$ cat src/rtl/mips_pkg.sv
// mips_pkg: shared op encodings, FSM states and iteration count for the HI/LO unit
package mips_pkg;
  localparam int ITER_COUNT = 32;
  typedef enum logic [1:0] {
    OP_MULT  = 2'b00,
    OP_MULTU = 2'b01,
    OP_DIV   = 2'b10,
    OP_DIVU  = 2'b11
  } md_op_e;
  typedef enum logic [1:0] {
    S_IDLE = 2'b00,
    S_RUN  = 2'b01,
    S_FIX  = 2'b10
  } md_state_e;
  function automatic logic [31:0] mag(input logic [31:0] v, input logic sgn);
    return (sgn && v[31]) ? -v : v;
  endfunction
endpackage

$ cat src/rtl/mult_div_unit.sv
// mult_div_unit: iterative 32-cycle MIPS multiply/divide unit with HI/LO registers
module mult_div_unit
  import mips_pkg::*;
#(
  parameter int WIDTH = 32
) (
  input  logic             clk,
  input  logic             reset,
  input  logic             start,
  input  logic [1:0]       op,
  input  logic [WIDTH-1:0] SrcA,
  input  logic [WIDTH-1:0] WriteData,
  input  logic             mthi,
  input  logic             mtlo,
  output logic             busy,
  output logic             done,
  output logic [WIDTH-1:0] HI,
  output logic [WIDTH-1:0] LO
);
  md_state_e r_state;
  md_op_e r_op;
  logic [4:0] r_cnt;
  logic [WIDTH-1:0] r_a, r_b, r_acc, r_q;
  logic w_signed, w_is_div, w_ge, w_neg, w_dz;
  logic [WIDTH-1:0] w_ma, w_mb, w_sub, w_quo, w_rem;
  logic [WIDTH:0] w_sum, w_shift;
  logic [2*WIDTH-1:0] w_prod;
  always_comb begin
    w_signed = (r_op == OP_MULT) || (r_op == OP_DIV);
    w_is_div = (r_op == OP_DIV) || (r_op == OP_DIVU);
    w_ma = mag(r_a, w_signed);
    w_mb = mag(r_b, w_signed);
    w_sum = {1'b0, r_acc} + {1'b0, r_q[0] ? w_ma : '0};
    w_shift = {r_acc, r_q[WIDTH-1]};
    w_ge = w_shift >= {1'b0, w_mb};
    w_sub = w_shift[WIDTH-1:0] - w_mb;
    w_neg = w_signed && (r_a[WIDTH-1] ^ r_b[WIDTH-1]);
    w_dz = r_b == '0;
    w_prod = w_neg ? -{r_acc, r_q} : {r_acc, r_q};
    w_quo = w_neg ? -r_q : r_q;
    w_rem = (w_signed && r_a[WIDTH-1]) ? -r_acc : r_acc;
  end
  always_ff @(posedge clk) begin
    if (reset) begin
      r_state <= S_IDLE;
      r_op <= OP_MULT;
      r_cnt <= '0;
      r_a <= '0;
      r_b <= '0;
      r_acc <= '0;
      r_q <= '0;
      busy <= 1'b0;
      done <= 1'b0;
      HI <= '0;
      LO <= '0;
    end else begin
      done <= 1'b0;
      case (r_state)
        S_IDLE: begin
          if (start) begin
            r_state <= S_RUN;
            r_op <= md_op_e'(op);
            r_a <= SrcA;
            r_b <= WriteData;
            r_cnt <= '0;
            r_acc <= '0;
            r_q <= op[1] ? mag(SrcA, ~op[0]) : mag(WriteData, ~op[0]);
            busy <= 1'b1;
          end else begin
            if (mthi) HI <= SrcA;
            if (mtlo) LO <= SrcA;
          end
        end
        // multiply shifts {acc,q} right after adding; divide shifts left and restores
        S_RUN: begin
          r_acc <= w_is_div ? (w_ge ? w_sub : w_shift[WIDTH-1:0]) : w_sum[WIDTH:1];
          r_q <= w_is_div ? {r_q[WIDTH-2:0], w_ge} : {w_sum[0], r_q[WIDTH-1:1]};
          r_cnt <= r_cnt + 5'd1;
          if (r_cnt == 5'(ITER_COUNT - 1)) r_state <= S_FIX;
        end
        S_FIX: begin
          HI <= !w_is_div ? w_prod[2*WIDTH-1:WIDTH] : (w_dz ? r_a : w_rem);
          LO <= !w_is_div ? w_prod[WIDTH-1:0] : (w_dz ? '1 : w_quo);
          done <= 1'b1;
          busy <= 1'b0;
          r_state <= S_IDLE;
        end
        default: r_state <= S_IDLE;
      endcase
    end
  end
endmodule

$ cat config.mk
export PLATFORM = sky130hd
export DESIGN_NAME = mult_div_unit
export DESIGN_NICKNAME = d
export VERILOG_FILES = /design/src/rtl/mips_pkg.sv /design/src/rtl/mult_div_unit.sv
export SDC_FILE = /design/constraint.sdc
export NUM_CORES = 1
export LEC_CHECK = 0
export ABC_AREA = 1
export CAP_MARGIN = 20
export CORE_MARGIN = 1
export CORE_UTILIZATION = 45
export CTS_CLUSTER_SIZE = 30
export DETAILED_ROUTE_END_ITERATION = 16
export PLACE_DENSITY = 0.66
export SLEW_MARGIN = 20
export SYNTH_ARGS = -nofsm -noshare
export SYNTH_HDL_FRONTEND = slang
export SYNTH_SLANG_ARGS = --single-unit
export TNS_END_PERCENT = 20
$ cat constraint.sdc
create_clock -name clk -period 3.2 [get_ports clk]
set_clock_uncertainty 0.05 [all_clocks]
set_input_delay 0.64 -clock clk [delete_from_list [all_inputs] [get_ports clk]]
set_output_delay 0.64 -clock clk [all_outputs]
set_load 0.01 [all_outputs]
# Word level (Yosys, flattened, before mapping)
# Index checks and enable logic that the tools add are counted.
# W data, S select, Z words.
# classes
n_bitwise,2
n_eq_ne,10
n_addsub,10
n_reduce_logical,18
n_mux,34
n_lt_le_gt_ge,1
# ops
operator,n
$mux W32,21
$pmux W32 S2,4
$neg A32 Y32,6
$mux W64,1
$neg A64 Y64,1
$add A32 B32 Y33,1
$ge A33 B32 Y1,1
$logic_not A32 Y1,1
$sub A32 B32 Y32,1
$ne A2 B2 Y1 const B,5
$pmux W5 S2,1
$reduce_and A2 Y1,4
$eq A2 B2 Y1 const B,3
$reduce_and A3 Y1,2
$add A5 B1 Y5 const B,1
$eq A5 B5 Y1 const B,1
$logic_and A1 B1 Y1,5
$mux W5,1
$logic_not A2 Y1,2
$mux W2,2
$pmux W2 S2,1
$reduce_bool A2 Y1,2
$eq A2 B1 Y1 const B,1
$logic_or A1 B1 Y1,2
4 further kinds,5
# totals
register_bits,203
out_inout_bits,66

# Longest topological paths before layout
# depth
word_depth,8
ltp_mapped,28
ltp_nobuf,27

# Least setup slack after synthesis
# No wires, ideal clock.
# synth_timing
path_kind,reg2reg
startpoint,register r_b[0]
endpoint,register r_acc[14]
path_slack_ns,-0.143
n_path_buf,1
setup_ns,0.132
required_ns,3.018
stages_incl_launch_ff,27
arrival_time_ns,3.161
synth_period_minus_slack_ns,3.343
path_cell_list,dfxtp_1 inv_1 ha_1 inv_1 nor3_2 nand3_2 nor2_4 nand3_1 nor2_1 a21oi_1 nor2_1 o21ai_0 xor2_1 ha_1 inv_1 o21bai_1 nand2_1 nand2_1 nor2_1 nand3_1 nor2_1 nand3_2 inv_2 buf_2 nand2_1 nand3_1 a21oi_1
# synth_between
elab_chain_cells,6
elab_cells_between_ends,7
classes_between,add/sub (2); order compare (1); mux (4)
# synth_rtl
element,line_no,source
"start, declared",mult_div_unit.sv:23,"logic [WIDTH-1:0] r_a, r_b, r_acc, r_q;"
"start signal, assigned",mult_div_unit.sv:64,r_b <= WriteData;
$neg A32 Y32,mips_pkg.sv:16,return (sgn && v[31]) ? -v : v;
$mux W32 *,mips_pkg.sv:16,
$sub A32 B32 Y32 or $ge A33 B32 Y1 (tied branches),"mult_div_unit.sv:36, mult_div_unit.sv:35",
$mux W32 * (2 in series),mult_div_unit.sv:76,r_acc <= w_is_div ? (w_ge ? w_sub : w_shift[WIDTH-1:0]) : w_sum[WIDTH:1];
$pmux W32 S2 *,mult_div_unit.sv:58,case (r_state)
"end signal, assigned",mult_div_unit.sv:76,
"end, declared",mult_div_unit.sv:23,
# Mark *: on every way between the ends. The rest lies on a longest branch, timed or not.
# A chain may end at the register's enable or synchronous reset.

# Worst setup path after layout
# layout_timing
startpoint,register r_b[0]
endpoint,register r_acc[1]
# The elaborated chain is that of the path after synthesis.

==> results <==
-- power breakdown --
| group | internal (mW) | switching, mW | leakage, nW |
|---|---|---|---|
| Sequential | 2.74 | 0.271 | 1.68 |
| Combinational | 2.22 | 3.41 | 11.0 |
| Clock | 1.55 | 1.24 | 0.366 |
-- kinds of logic after synthesis --
family          after synthesis
compound gates              817
xor+xnor                    103
fa+ha+maj                    74
buf+inv                     553
flops                       203
simple gates               1917
-- synth_stat cells, types with 7 or more instances --
cell	instances
a21oi_1	353
clkbuf_1	105
nand3b_1	10
nor2_2	11
xor2_1	86
o21ai_1	37
nand2_1	983
o211ai_1	10
a31oi_1	19
nor4_1	12
buf_2	29
inv_2	10
o31ai_1	7
nand4_1	55
buf_1	11
nor2_1	455
o22ai_1	7
inv_1	390
ha_1	72
nand3_1	295
nor3_1	57
dfxtp_1	203
o21ai_0	362
xnor2_1	17
nand2_2	9
-- worst max-delay path, delay by kind of cell (launching register included) --
| family | cells | cell delay [ns] |
|---|---|---|
| simple gates | 15 | 2.01 |
| flops | 1 | 0.37 |
| compound gates | 4 | 0.36 |
| fa+ha+maj | 1 | 0.31 |
| xor+xnor | 1 | 0.20 |
| buf+inv | 1 | 0.16 |
-- worst max path at each step --
stage	startpoint	to	slack, ns	cells past startpoint
finish	r_b[0]	r_acc[1]	-0.42	22
global route	r_b[0]	r_acc[23]	-0.61	27
CTS	r_b[0]	r_acc[16]	-0.36	28
detailed placement	r_b[0]	r_acc[27]	-0.57	25
floorplan	r_b[0]	r_acc[14]	0.02	26
global placement	r_b[0]	r_acc[27]	-0.49	25
-- routing by layer --
| layer | vias to the layer above | part of all wire |
|---|---|---|
| li1 | 13100 | - |
| met1 | 12400 | 0.41 |
| met2 | 1591 | 0.42 |
| met3 | 326 | 0.11 |
| met4 | 10 | 0.066 |
| met5 | - | 0.00068 |
-- sequential cells by signal, summed over array words and instances, names as in the netlist --
register,count
HI,32
LO,32
r_q,32
busy,1
done,1
r_a,32
r_op,2
r_state,2
r_cnt,5
r_b,32
r_acc,32
-- layout make-up --
cell class | instances | area (sq um) | area share
Timing Repair Buffer | 670 | 5520 | 0.199
Tap cell | 592 | 741 | 0.0268
Inverter | 402 | 1520 | 0.0548
Multi-Input combinational cell | 2911 | 15000 | 0.544
Clock buffer | 38 | 714 | 0.0258
Sequential cell | 203 | 4080 | 0.147
Clock inverter | 8 | 60.1 | 0.00217
-- what timing repair did --
item | in CTS | in global routing
cloned | 2 | 0
setup endpoints to repair | 33 | 38
pin swaps | 24 | 72
buffers inserted | 12 | 18
resized for setup | 52 | 178
==> impl_results.md <==
- Syn Area/Cell: 5.55 sq um
- CTS Buffer Depth: 3
- GPL Wtd Cong: 1.05
- Pre-CTS setup slack: -0.574 ns
- Violated checks: setup timing
- Yosys reg bits: 203
- Leading cell types in the layout, fill and taps excluded: nand2_1, buf_4, nor2_1, inv_1, o21ai_0
- Register-to-register setup slack: -0.42 ns
- R2R Path Start: r_b[0]
- Placed cells: ~4700
- Routed wire length: around 100 mm
- Hold path startpoint: r_cnt[3]
- GR Util met3: 0.0684
- GR Util met1: 0.577
- H-Tree Depth: 1
- Full die area: 0.0461 sq mm
- Fillers: 4478
- Clock root cell: clkbuf_16
- Design area: between 0.02 and 0.03 sq mm
- Fin. Hold Viols: 0
- Antenna viol nets, final: 0
- Hold depth: 2
- Hold path endpoint: r_cnt[3]
- Initial antenna violation count: 3
- Asr flop ratio synth: 0
- Status: finished with violations
- Data required, critical path: 3.54 ns
- Max Slew Vio Count: 0
- WP data arrival: just under 4 ns
- Final WS setup: -0.423 ns
- Critical R2R Capture: r_acc[1]
- Final core utilization: 0.623
- Top FF cell, synth: dfxtp_1
- Compound-Gate Fraction of Synth Area: 0.208
- DRT iter0 DRCs: 3628
- Wire per inst: 21.0 um
- Diodes inserted: 0
- Most common cell after layout, fill and taps aside: nand2_1
- Fin Hold WS: roughly 0.42 ns
- Area contributors post-synth: dfxtp_1, nand2_1, o21ai_0, a21oi_1, nor2_1
- Slowest-stage cell, CP: dfxtp_4
- Max VDD drop: ~380 uV
- HPWL after detailed placement: 80.8 mm
- Top Usage Layer GRT: met2
- Crit Path Max Fanout: 8
- Met2 Use GR: 0.619
- Vias per inst: roughly 5.7
- Crit-path cells: nor3_4 > nand3_2 > nor3_4 > nand3_2 > nor2_4 > nand2_4 > o21ai_4 > xor2_2 > ha_1 > nand2_2 > a21oi_2 > nor2_2 > nand2_2 > nand2_1 > nand3_2 > nor2_4 > nand2_4 > buf_6 > nand2_1 > o211ai_1 > nand2_1 > a21oi_1
- EDFF count, synth: 0
- DRC viols: 0
- Share of cells above drive strength 1: 0.190
- Post-Synth Simple-Gate Area: 0.397
- Clk sinks: between 200 and 250
- CTS Hold Bufs: 0
- RSZ-0062 raised after global routing: yes
- Synthesized cell area: 0.0204 sq mm
- P_leak: about 13 nW
- Fin cells: 4824
- Core Footprint: 0.0444 sq mm
- Vias in the first global route: roughly 25000
- Pin count of the biggest net entering global routing: 138
- Combinational family with the most area after synthesis: simple AND/OR/NAND/NOR gates
- Placed Area: about 0.026 sq mm
- Post-synthesis mux area share: 0
- Via count: 27500
- Worst Setup End Kind: register
- Critical Path Source Type: register
- 1st-pass router iterations: 6
- Hold WC Path Type: reg2reg
- Die height: 215 um
- Top-area cell type share of the netlist area: 0.200
- Setup-failing EPs final: 33
- Global-route wire length before repair: between 100 and 150 mm
- Power per cell area: 413 mW/mm^2
- Worst Max-Slew Pin Slew: 0.970 ns
- Inserted Clock Buffers: 25
- CTS tree: built
- Slew HR: 0.347
- Critical Path Max Stage Delay: 0.37 ns
- Fmax: 276 MHz
- Setup TNS: -12.88 ns
- XOR/XNOR share of the synthesized area: 0.0443
- Area delta synth->final: 35.9%
- Global route total overflow: 0
- Synth Area in Adders: 0.0462
- Yosys warnings: 0
- Initial Util: 0.458
- Design Power: about 11 mW
- Final worst path period share: 1.13
- Syn nets: 3812
- Layout net count: between 4000 and 5000
- Worst r2r path cells: 22
- GRT Util Overall: 0.420
- # IOs: roughly 140
- Post-Synthesis Cells: about 3700
- Critical path class: reg2reg
- Synth area leader: dfxtp_1
- Max_cap viols: 0
- Die Wd: 215 um
- I/O Buffers: 136
- Reg clk slew, reported paths: 0.06 ns
- Clk_lat worst skew: 0.56 ns
- Count of cell types in the netlist: a little under 50
- Register area share after synthesis: 0.200
- Row cnt: 77
- Final Critical Period: 3.62 ns
Note: power is estimated with default switching activity, not from simulation.
